<file path="src/rtl/prefetch_sched.sv">
// Instruction-fetch request sequencer in front of the prefetch FIFO.
// Tracks the linear fetch address and the CS-limit budget, and issues line-bounded reads or one fault marker per redirect.
module prefetch_sched #(
    parameter int FIFO_HIGH = 8
) (
    input  logic        clk,
    input  logic        rst_n,
    input  logic        pr_reset_i,
    input  logic [31:0] cs_base_i,
    input  logic [31:0] cs_limit_i,
    input  logic [31:0] eip_i,
    input  logic [4:0]  prefetchfifo_used_i,
    output logic        req_do_o,
    output logic [31:0] req_address_o,
    output logic [4:0]  req_length_o,
    input  logic        req_done_i,
    input  logic        req_pf_i,
    output logic        prefetchfifo_signal_limit_do_o,
    output logic        prefetchfifo_signal_pf_do_o
);

    typedef enum logic [1:0] {STOPPED, ISSUE, WAIT, FAULTED} state_t;

    localparam logic [5:0] HIGH_MARK = 6'(FIFO_HIGH);

    state_t      state_q;
    logic [31:0] linear_q;
    logic [32:0] remaining_q;
    logic        req_do_q;
    logic [31:0] req_address_q;
    logic [4:0]  req_length_q;
    logic        limit_do_q;
    logic        pf_do_q;

    logic [4:0]  chunk_d;
    logic        fifo_room_d;

    // Bytes left up to the next 16-byte line boundary, clipped to the limit budget.
    function automatic logic [4:0] line_chunk(input logic [3:0] offset, input logic [32:0] rem);
        logic [4:0] room;
        room = 5'd16 - {1'b0, offset};
        if (rem < {28'd0, room})
            line_chunk = rem[4:0];
        else
            line_chunk = room;
    endfunction

    // Inclusive byte count from eip to the limit; a full 4 GiB segment needs the 33rd bit.
    function automatic logic [32:0] limit_span(input logic [31:0] eip, input logic [31:0] limit);
        if (eip > limit)
            limit_span = '0;
        else
            limit_span = {1'b0, limit} - {1'b0, eip} + 33'd1;
    endfunction

    always_comb begin
        chunk_d     = line_chunk(linear_q[3:0], remaining_q);
        fifo_room_d = !prefetchfifo_used_i[4] && ({1'b0, prefetchfifo_used_i} < HIGH_MARK);
    end

    always_ff @(posedge clk) begin
        if (!rst_n) begin
            state_q       <= STOPPED;
            linear_q      <= '0;
            remaining_q   <= '0;
            req_do_q      <= 1'b0;
            req_address_q <= '0;
            req_length_q  <= '0;
            limit_do_q    <= 1'b0;
            pf_do_q       <= 1'b0;
        end else begin
            limit_do_q <= 1'b0;
            pf_do_q    <= 1'b0;
            if (pr_reset_i) begin
                linear_q    <= cs_base_i + eip_i;
                remaining_q <= limit_span(eip_i, cs_limit_i);
                req_do_q    <= 1'b0;
                state_q     <= ISSUE;
            end else begin
                case (state_q)
                    ISSUE: begin
                        if (remaining_q == '0) begin
                            limit_do_q <= 1'b1;
                            state_q    <= FAULTED;
                        end else if (fifo_room_d) begin
                            req_do_q      <= 1'b1;
                            req_address_q <= linear_q;
                            req_length_q  <= chunk_d;
                            state_q       <= WAIT;
                        end
                    end
                    WAIT: begin
                        // A page fault outranks a completion reported in the same cycle.
                        if (req_pf_i) begin
                            req_do_q <= 1'b0;
                            pf_do_q  <= 1'b1;
                            state_q  <= FAULTED;
                        end else if (req_done_i) begin
                            req_do_q    <= 1'b0;
                            linear_q    <= linear_q + {27'd0, req_length_q};
                            remaining_q <= remaining_q - {28'd0, req_length_q};
                            state_q     <= ISSUE;
                        end
                    end
                    default: ;
                endcase
            end
        end
    end

    assign req_do_o                       = req_do_q;
    assign req_address_o                  = req_address_q;
    assign req_length_o                   = req_length_q;
    assign prefetchfifo_signal_limit_do_o = limit_do_q;
    assign prefetchfifo_signal_pf_do_o    = pf_do_q;

endmodule

</file>
<file path="config.mk">
export PLATFORM = sky130hd
export DESIGN_NAME = prefetch_sched
export DESIGN_NICKNAME = d
export VERILOG_FILES = /design/src/rtl/prefetch_sched.sv
export SDC_FILE = /design/constraint.sdc
export NUM_CORES = 1
export LEC_CHECK = 0
export ABC_CLOCK_PERIOD_IN_PS = 3800
export CORE_MARGIN = 2
export CORE_UTILIZATION = 35
export CTS_CLUSTER_DIAMETER = 40
export DETAILED_ROUTE_END_ITERATION = 16
export DONT_BUFFER_PORTS = 1
export PLACE_DENSITY = 0.6
export SYNTH_ARGS = -nofsm -noshare
export SYNTH_HDL_FRONTEND = slang
export SYNTH_SLANG_ARGS = --single-unit
</file>
<file path="constraint.sdc">
create_clock -name clk -period 3.8 [get_ports clk]
set_clock_uncertainty 0.15 [all_clocks]
set_input_delay 0.95 -clock clk [delete_from_list [all_inputs] [get_ports clk]]
set_output_delay 0.95 -clock clk [all_outputs]
set_load 0.005 [all_outputs]
</file>
==> summary.txt, run 1 <==
Status -> completed
Critical path arrival -> 3.70 ns
Cells after Synth -> 1303
Pre-Repair DR Iteration Count -> 5
Vias in the first global route -> 9128
Sw frac -> 36.06%
Num CTS Buffers -> 9
Pint -> 0.002290 W
Yosys Warn Count -> 0
Drt drc -> 0
Clock transition at path regs -> 0.08 ns
DRT antenna net count -> 0
Post-synth top flop -> dfxtp_1
P per Cell Area -> 322.2 nW/um2
Library cells used by synthesis -> 67
Area delta synth->final -> 11.66%
Rows -> 61
Sequential share of power -> 35.8%
Comb power frac -> 37.5%
Worst EP required -> 3.87 ns
Largest net degree at the start of global routing -> 94
Max-slew violation count -> 0
Die X -> 172.7 um
Routability Congestion -> 0.8666
H-tree depth -> 3
Final min period -> 3.626 ns
Syn nets -> 1554
Switching power -> 0.001291 W
Syn_area_per_cell -> 7.641 um2
First-pass GRT wire length -> 46660 um
Seq/Total Area, Yosys -> 21.52%
Area contributors post-synth -> dfxtp_1, ha_1, a21oi_1
Overall global routing resource usage -> 19.10%
Final Util -> 39.91%
Root buffer cell -> clkbuf_16
Worst rel slew slack -> 44.30%
WHS Path Cells -> 2
Setup ws final -> 0.1740 ns
Fin nets -> 1596
Hold-fix buffers, CTS -> 0
Setup violations, final -> 0
Buffer depth of the longest clock path -> 2
Post-route clock period utilization -> 95.42%
Number of port buffers -> 0
Yosys top cell area share -> 21.52%
Vias -> 9174
Post-synth EDFFs -> 0
Worst min-delay path category -> register to register
Reg2Reg Depth -> 11
Clock network fraction of design power -> 26.7%
Seq cells post-synth -> 107
Core area -> 27860 um2
Initial antenna violation count -> 2
Worst r2r dst -> remaining_q[30]$_SDFFE_PN0P_
F_max -> 275.8 MHz
CP Capture Type -> register
R2r startpoint -> req_length_o[0]$_SDFFE_PN0P_
FF-to-FF setup slack -> 0.58 ns
Leakage -> 5.019 nW
CP Launch Type -> primary input
Crit Path Category -> primary input to register
Detailed Place HPWL -> 23140 um
Final Hold Fails -> 0
Crit Path Max Fanout -> 3
Pre-CTS WS -> -0.4823 ns
FFs w/ async S/R, synth -> 0%
Starting density of the core -> 35.74%
Setup tns final -> 0 ns
Total congestion overflow -> 0
Die height -> 172.7 um
DIE AREA -> 29810 um2
Min-delay src -> req_address_o[12]$_SDFFE_PN0P_
Clk Latency, worst-skew pair -> 0.36 ns
Drt total wl -> 28730 um
Unrepaired setup endpoints after global routing -> no
Max VDD drop -> 0.2233 mV
CTS tree -> built
Hold Worst Slack -> 0.3254 ns
Leading area contributor after synthesis -> dfxtp_1
Tightest Pin Transition -> 0.8355 ns
Via density -> 5.303
Hold EP -> req_address_o[12]$_SDFFE_PN0P_
TritonCTS sink count -> 107
Initial drt markers -> 447
Routed WL per cell -> 16.60 um
IO Count -> 146
Max-cap violations -> 0
Layout cells sized above 1 -> 8.889%
Mapped Area -> 9956 um2
==> per-layer routing <==
metal  GRT usage (%)  part of all wire (%)  vias up
met5               0                     0        -
met4           5.650                   1.9        0
met3           3.870                   5.9       30
met2           33.00                    47      181
met1           23.99                    45     4266
li1                -                     -     4697
==> power groups by stage <==
stage	clock network [W]	registers, W	logic [W]
2_1_floorplan	0	0.00128	0.000998
3_3_place_gp	0	0.00130	0.00131
3_5_place_dp	0	0.00131	0.00133
4_1_cts	0.000980	0.00128	0.00134
5_1_grt	0.00102	0.00129	0.00151
6_report	0.000956	0.00128	0.00134
==> metrics by stage <==
step                total power, W  instance area [um2]  instances
floorplan                 0.002279                 9962       1303
global placement          0.002617                10780       1711
CTS                       0.003603                11090       1727
global route              0.003828                11120       1730
detailed placement        0.002636                10780       1711
finish                    0.003582                11120       1730
==> timing repair <==
item,in CTS,in global routing
gates resized for setup,2,4
setup endpoints to repair,2,4
buffers inserted,0,1
pin swaps,0,6
==> sequential cells by signal (all words and copies together) (netlist names) <==
| register | count |
|---|---|
| req_do_o | 1 |
| prefetchfifo_signal_pf_do_o | 1 |
| state_q | 2 |
| linear_q | 32 |
| remaining_q | 33 |
| req_address_o | 32 |
| prefetchfifo_signal_limit_do_o | 1 |
| req_length_o | 5 |
==> cell usage after synthesis, types with 9 or more instances <==
| cell | instances |
|---|---|
| nand2b_1 | 14 |
| clkbuf_1 | 32 |
| a211oi_1 | 39 |
| a31oi_1 | 16 |
| a21oi_1 | 121 |
| xor2_1 | 33 |
| dfxtp_1 | 107 |
| o211a_1 | 13 |
| and3_1 | 18 |
| a21o_1 | 36 |
| nor3_1 | 31 |
| nand2_1 | 152 |
| nand3_1 | 23 |
| o21bai_1 | 10 |
| o21a_1 | 12 |
| nor2b_1 | 18 |
| nor2_1 | 111 |
| o21ai_0 | 64 |
| xnor2_1 | 57 |
| nand4_1 | 9 |
| or3_1 | 9 |
| inv_1 | 105 |
| ha_1 | 141 |
==> logic make-up after synthesis <==
group / after synthesis / share of synthesized area, %
fa+ha+maj: 145 / 18.52
simple gates: 428 / 20.54
xor+xnor: 90 / 7.918
buf+inv: 148 / 5.970
compound gates: 376 / 24.56
mux: 9 / 0.9802
flops: 107 / 21.52
==> worst max path at each step <==
stage | startpoint | endpoint | slack (ns) | cells after the start
2_1_floorplan | cs_limit_i[1] | remaining_q[31]$_SDFFE_PN0P_ | 0.02 | 15
3_3_place_gp | cs_limit_i[1] | remaining_q[31]$_SDFFE_PN0P_ | -0.42 | 16
3_5_place_dp | cs_limit_i[1] | remaining_q[31]$_SDFFE_PN0P_ | -0.48 | 16
4_1_cts | cs_limit_i[1] | remaining_q[31]$_SDFFE_PN0P_ | 0.04 | 16
5_1_grt | cs_limit_i[1] | remaining_q[31]$_SDFFE_PN0P_ | 0.006 | 16
6_report | cs_limit_i[1] | remaining_q[27]$_SDFFE_PN0P_ | 0.17 | 17
==> final cells by class <==
cell class	instances	area (um2)
flip-flops and latches	107	2142
diodes	2	5.005
multi-input cells	1048	7253
fillers	2868	16740
clock inverters	6	55.05
well taps	378	473.0
repair buffers	74	555.5
inverters	105	394.1
clock buffers	10	239.0
==> worst max-delay path, cell delays in order <==
cell and delay [ns]:
inv_1 0.03, ha_1 0.28, inv_1 0.04, ha_1 0.20, inv_1 0.07, fa_2 0.21
nor2b_2 0.05, o2111ai_2 0.25, a31oi_1 0.12, buf_4 0.17, o31ai_2 0.33, a211oi_2 0.16
buf_4 0.16, o31a_1 0.26, or3_1 0.30, nand2_1 0.06, o22ai_1 0.06
==> layout by cell type (no fill, tap or decap), drive strengths merged, types with 5 or more instances in the layout <==
master,netlist,routed
nand3,23,23
nor2,111,111
a211o,5,5
a211oi,44,44
mux2,6,6
a21boi,5,5
xor2,33,33
xnor2,57,57
nand4,9,9
ha,141,141
a31oi,16,16
o211a,13,13
o211ai,7,7
clkbuf,32,10
dfxtp,107,107
o21a,12,12
o22ai,7,7
o221ai,5,5
a21oi,121,121
nor4,8,8
nand2,153,153
and3,18,18
nand2b,14,14
a21o,36,36
o21bai,10,10
nor2b,18,18
inv,105,108
and2,7,7
and4,6,6
or3,10,10
nor3,31,31
o21ai,64,64
buf,11,74
Power figures use the tool's default switching activity.
==> run 2, diff against run 1 <==
--- a/config.mk
+++ b/config.mk
@@ -11,7 +11,7 @@
 export CTS_CLUSTER_DIAMETER = 40
 export DETAILED_ROUTE_END_ITERATION = 16
 export DONT_BUFFER_PORTS = 1
-export PLACE_DENSITY = 0.6
+export PLACE_DENSITY_LB_ADDON = 0.25
 export SYNTH_ARGS = -nofsm -noshare
 export SYNTH_HDL_FRONTEND = slang
 export SYNTH_SLANG_ARGS = --single-unit
==> run 2 against run 1 <==
Global-route usage is 0.13 points higher. Wire length grew 0.86%. Via count shrank 0.50%.
==> summary.txt, run 2 (same netlist as run 1, synthesis figures left out) <==
Switching power -> 0.001326 W
Critical path arrival -> 3.73 ns
R2r startpoint -> req_length_o[2]$_SDFFE_PN0P_
Leakage -> 5.022 nW
Core area -> 27860 um2
Unrepaired setup endpoints after global routing -> no
Post-route clock period utilization -> 94.51%
Min-delay src -> req_address_o[27]$_SDFFE_PN0P_
Overall global routing resource usage -> 19.24%
Slowest Stage Delay on Critical Path -> 0.36 ns
Setup violations, final -> 0
Max reg flops -> 33
Tightest Pin Transition -> 0.8067 ns
IO Count -> 146
Crit path max-delay family -> compound AO/OA/AOI/OAI gates
Total power -> 0.003608 W
Pint -> 0.002282 W
Setup ws final -> 0.2088 ns
Commonest cells after routing, fill and taps aside -> nand2_1, ha_1, a21oi_1
Initial antenna violation count -> 2
H-tree depth -> 3
Die height -> 172.7 um
DRT antenna net count -> 0
Crit. Startpoint -> cs_limit_i[2]
Max-cap violations -> 0
CP Launch Type -> primary input
Max-slew violation count -> 0
Starting density of the core -> 35.74%
Register with the most flip-flops -> remaining_q
Via density -> 5.282
Max VDD drop -> 0.1801 mV
Clock network fraction of design power -> 27.1%
Vias in the first global route -> 8952
First-pass GRT wire length -> 46760 um
DIE AREA -> 29810 um2
Area delta synth->final -> 11.94%
Reg2Reg Depth -> 11
Number of port buffers -> 0
Num CTS Buffers -> 9
Initial drt markers -> 518
Worst min-delay path category -> register to register
Die X -> 172.7 um
Root buffer cell -> clkbuf_16
Rows -> 61
Detailed Place HPWL -> 23230 um
Drt total wl -> 28970 um
Worst r2r dst -> remaining_q[30]$_SDFFE_PN0P_
Worst path most repeated cell -> buf_4
Pre-Repair DR Iteration Count -> 5
Final Hold Fails -> 0
Total congestion overflow -> 0
Drt drc -> 0
Clk Latency, worst-skew pair -> 0.37 ns
Vias -> 9128
Layout cells sized above 1 -> 8.828%
Final min period -> 3.591 ns
Worst EP required -> 3.94 ns
CTS tree -> built
FF-to-FF setup slack -> 0.64 ns
Largest net degree at the start of global routing -> 94
Crit Path Max Fanout -> 3
CP Depth -> 16
F_max -> 278.5 MHz
Status -> completed
Sequential share of power -> 35.5%
TritonCTS sink count -> 107
Pre-CTS WS -> -0.5159 ns
Critical-path top delay cell -> mux2_2
Buffer depth of the longest clock path -> 2
Setup tns final -> 0 ns
Crit path buf inv count -> 5
CP Capture Type -> register
P per Cell Area -> 323.8 nW/um2
Fin nets -> 1594
Comb power frac -> 37.4%
# fillers -> 2941
Routed WL per cell -> 16.77 um
Sw frac -> 36.74%
Worst rel slew slack -> 46.22%
Critical Path Sink -> remaining_q[32]$_SDFFE_PN0P_
Routability Congestion -> 0.8667
Clock transition at path regs -> 0.08 ns
Critical path, cell by cell -> inv_1, ha_1, buf_4, ha_1, a21o_1, a221oi_2, buf_4, a21boi_0, o21ai_1, buf_4, a21oi_1, buf_4, o221ai_1, a21oi_1, mux2_2, o211ai_1
Most common cell after layout, fill and taps aside -> nand2_1
Crit Path Category -> primary input to register
-- run 2: changes by cell type in the layout (fill, tap and decap cells not counted), sizes merged --
cell and delta:
clkinv +3, inv -1, clkinvlp -1, clkbuf -1, buf -2
-- run 2: worst min path at each step --
stage,cells past startpoint,to,slack [ns]
5_1_grt,2,req_address_o[19]$_SDFFE_PN0P_,0.35
3_3_place_gp,2,req_address_o[26]$_SDFFE_PN0P_,0.31
2_1_floorplan,2,req_address_o[31]$_SDFFE_PN0P_,0.29
6_report,2,req_address_o[27]$_SDFFE_PN0P_,0.33
4_1_cts,2,req_address_o[26]$_SDFFE_PN0P_,0.33
3_5_place_dp,2,req_address_o[26]$_SDFFE_PN0P_,0.32
-- run 2: cell type report --
cell class / instances / area, um2 / area share, %
inverter: 105 / 394.1 / 3.537
antenna: 2 / 5.005 / 0.04491
clock buffer: 9 / 225.2 / 2.021
clock inverter: 7 / 80.08 / 0.7185
sequential: 107 / 2142 / 19.22
multi-input combinational: 1048 / 7272 / 65.25
tap: 378 / 473.0 / 4.244
timing repair buffer: 72 / 553.0 / 4.962
-- run 2: repair_timing --
| item | CTS | global route |
|---|---|---|
| buffers inserted | 0 | 1 |
| resized for setup | 2 | 7 |
| hold buffers | 0 | 0 |
| pin swaps | 0 | 2 |
| hold endpoints to repair | 0 | 0 |
| setup endpoints to repair | 2 | 7 |
-- run 2: worst min-delay path, delay by kind of cell, from the launching register on --
kind	cells	cell delay (ns)
compound gates	1	0.05
simple gates	1	0.05
flops	1	0.33
-- run 2: stage by stage --
step                      std cells  hold slack (ns)  utilization (%)  instance area [um2]
after global placement         1709           0.3146            38.70                10780
after CTS                      1725           0.3328            39.83                11100
after floorplan                1303           0.2936                -                 9962
after detailed placement       1709           0.3205            38.70                10780
final                          1728           0.3272            40.00                11140
after global routing           1727           0.3521            40.00                11140
-- run 2: per-layer routing --
layer / up-vias / routed length (um) / part of all wire (%) / GRT usage, %
met1: 4234 / 13580 / 47 / 24.92
met4: 0 / 512 / 1.8 / 5.473
met2: 178 / 13340 / 46 / 32.25
met5: - / 0 / 0 / 0
li1: 4689 / - / - / -
met3: 27 / 1532 / 5.3 / 4.090
-- run 2: power by group through the flow --
| stage | Sequential (W) | Combinational (W) | Clock [W] |
|---|---|---|---|
| CTS | 0.00128 | 0.00135 | 0.00100 |
| global placement | 0.00130 | 0.00132 | 0 |
| detailed placement | 0.00131 | 0.00133 | 0 |
| global route | 0.00129 | 0.00152 | 0.00104 |
| floorplan | 0.00128 | 0.000998 | 0 |
| finish | 0.00128 | 0.00135 | 0.000976 |
==> run 3, diff against run 2 <==
--- a/config.mk
+++ b/config.mk
@@ -15,3 +15,4 @@
 export SYNTH_ARGS = -nofsm -noshare
 export SYNTH_HDL_FRONTEND = slang
 export SYNTH_SLANG_ARGS = --single-unit
+export TNS_END_PERCENT = 5
==> run 3 against run 2 <==
Clock power is 7% higher. Non-clock buffer count is 3 lower. Critical path depth stayed put. Setup slack worse by 0.051 ns. Die area stayed put. Largest cell class unchanged. Global-route usage hardly changed. Final cell count is 0.17% lower. Flip-flop and latch count stayed put. Utilization hardly changed. Critical endpoint unchanged. Worst hold slack worse by 0.0020 ns. First-iteration DRC count is 23% lower.
==> summary.txt, run 3 (same netlist as run 1, synthesis figures left out) <==
Clock network fraction of design power -> 28.4%
FF+latch area -> 2142 um2
Sequential share of power -> 34.9%
Switching power -> 0.001315 W
Hold-fix buffers, CTS -> 0
Status -> completed
Initial drt markers -> 398
Routed WL per cell -> 16.74 um
Critical-path top delay cell -> a221oi_1
F_max -> 274.6 MHz
Fin nets -> 1591
Max reg flops -> 33
Die height -> 172.7 um
Worst rel slew slack -> 45.78%
Initial antenna violation count -> 2
Layout cells sized above 1 -> 8.625%
Starting density of the core -> 35.74%
CTS tree -> built
IO Count -> 146
DIE AREA -> 29810 um2
Routability Congestion -> 0.8632
Reg2Reg Depth -> 9
Rows -> 61
Core area -> 27860 um2
Final Hold Fails -> 0
Tightest Pin Transition -> 0.8134 ns
Critical path arrival -> 3.71 ns
R2r startpoint -> remaining_q[5]$_SDFFE_PN0P_
Total congestion overflow -> 0
WHS Path Cells -> 2
FF-to-FF setup slack -> 0.63 ns
Pint -> 0.002349 W
First-pass GRT wire length -> 46940 um
Critical path, cell by cell -> inv_1, ha_1, buf_4, ha_1, a21o_1, a221oi_1, buf_4, a21boi_0, o21ai_1, buf_4, a21oi_1, buf_4, o221ai_1, a21oi_1, mux2_2, o211ai_1
Overall global routing resource usage -> 19.21%
Worst path most repeated cell -> buf_4
Final min period -> 3.642 ns
Clock transition at path regs -> 0.08 ns
H-tree depth -> 3
Via density -> 5.282
P per Cell Area -> 328.6 nW/um2
Leakage -> 5.030 nW
Worst EP required -> 3.87 ns
Hold EP -> req_address_o[26]$_SDFFE_PN0P_
# fillers -> 2899
Vias in the first global route -> 8964
Commonest cells after routing, fill and taps aside -> nand2_1, ha_1, a21oi_1
Clk Latency, worst-skew pair -> 0.36 ns
Slowest Stage Delay on Critical Path -> 0.30 ns
Crit path buf inv count -> 5
Max VDD drop -> 0.1724 mV
Setup violations, final -> 0
Most common cell after layout, fill and taps aside -> nand2_1
Setup tns final -> 0 ns
Root buffer cell -> clkbuf_16
Max-slew violation count -> 0
Sw frac -> 35.89%
Multi-input gate area -> 7263 um2
Worst min-delay path category -> register to register
CP Launch Type -> primary input
Register with the most flip-flops -> remaining_q
Drt total wl -> 28870 um
DRT antenna net count -> 0
Vias -> 9111
Crit Path Category -> primary input to register
Comb power frac -> 36.7%
Crit path max-delay family -> compound AO/OA/AOI/OAI gates
Drt drc -> 0
Min-delay src -> req_address_o[26]$_SDFFE_PN0P_
Number of port buffers -> 0
Die X -> 172.7 um
Pre-Repair DR Iteration Count -> 6
Buffer depth of the longest clock path -> 2
Unrepaired setup endpoints after global routing -> yes
Largest net degree at the start of global routing -> 94
Post-route clock period utilization -> 95.85%
CP Capture Type -> register
Hold Worst Slack -> 0.3252 ns
Detailed Place HPWL -> 23090 um
Area delta synth->final -> 12.03%
Max-cap violations -> 0
Worst r2r dst -> req_length_o[1]$_SDFFE_PN0P_
Num CTS Buffers -> 9
Crit Path Max Fanout -> 3
TritonCTS sink count -> 107
## run 3: final cells by class
cell class,instances,area share (%)
multi-input cells,1048,65.12
flip-flops and latches,107,19.21
repair buffers,69,4.869
well taps,378,4.241
inverters,105,3.534
clock buffers,9,2.019
clock inverters,7,0.9648
diodes,2,0.04487
## run 3: power by group through the flow
stage / clock network, W / registers (W) / logic [W]
floorplan: 0 / 0.00128 / 0.000996
global placement: 0 / 0.00130 / 0.00131
detailed placement: 0 / 0.00130 / 0.00133
CTS: 0.00106 / 0.00128 / 0.00134
global route: 0.00111 / 0.00129 / 0.00152
finish: 0.00104 / 0.00128 / 0.00135
## run 3: how the worst max path moves through the flow
stage | slack [ns] | depth (start not counted) | end | startpoint
4_1_cts | 0.01 | 16 | remaining_q[31]$_SDFFE_PN0P_ | cs_limit_i[1]
3_5_place_dp | -0.57 | 16 | remaining_q[31]$_SDFFE_PN0P_ | cs_limit_i[1]
6_report | 0.16 | 16 | remaining_q[32]$_SDFFE_PN0P_ | cs_limit_i[2]
3_3_place_gp | -0.50 | 16 | remaining_q[31]$_SDFFE_PN0P_ | cs_limit_i[1]
5_1_grt | -0.008 | 16 | remaining_q[31]$_SDFFE_PN0P_ | cs_limit_i[1]
2_1_floorplan | -0.05 | 15 | remaining_q[31]$_SDFFE_PN0P_ | cs_limit_i[1]
## run 3: worst reg2reg max path: stages, from the launching register on
cell	delay [ns]
dfxtp_1	0.37
or3_4	0.44
nor4_4	0.37
nand4b_2	0.20
or4_4	0.56
nand4b_4	0.23
and3_1	0.19
buf_4	0.27
nor2_1	0.18
a211oi_2	0.06
## run 3: timing repair
action	in CTS	in global routing
resized for setup	4	7
pin swaps	0	4
setup endpoints to repair	3	6
setup buffers	0	0
hold endpoints to repair	0	0
## run 3: metal layers
layer,GRT usage (%),vias up,wire (um)
li1,-,4700,-
met1,25.22,4243,13760
met2,32.46,146,13400
met3,3.496,22,1370
met4,4.944,0,340
met5,0,-,0
## run 3: per-stage QoR
stage / setup WS, ns / std cells / instance area [um2] / util [%] / total power, W
finish: 0.1579 / 1725 / 11150 / 40.04 / 0.003664
global route: -0.008456 / 1725 / 11150 / 40.04 / 0.003922
CTS: 0.01458 / 1723 / 11130 / 39.94 / 0.003686
detailed placement: -0.5710 / 1707 / 10770 / 38.67 / 0.002631
global placement: -0.5027 / 1707 / 10770 / 38.67 / 0.002619
floorplan: -0.04757 / 1303 / 9957 / - / 0.002278
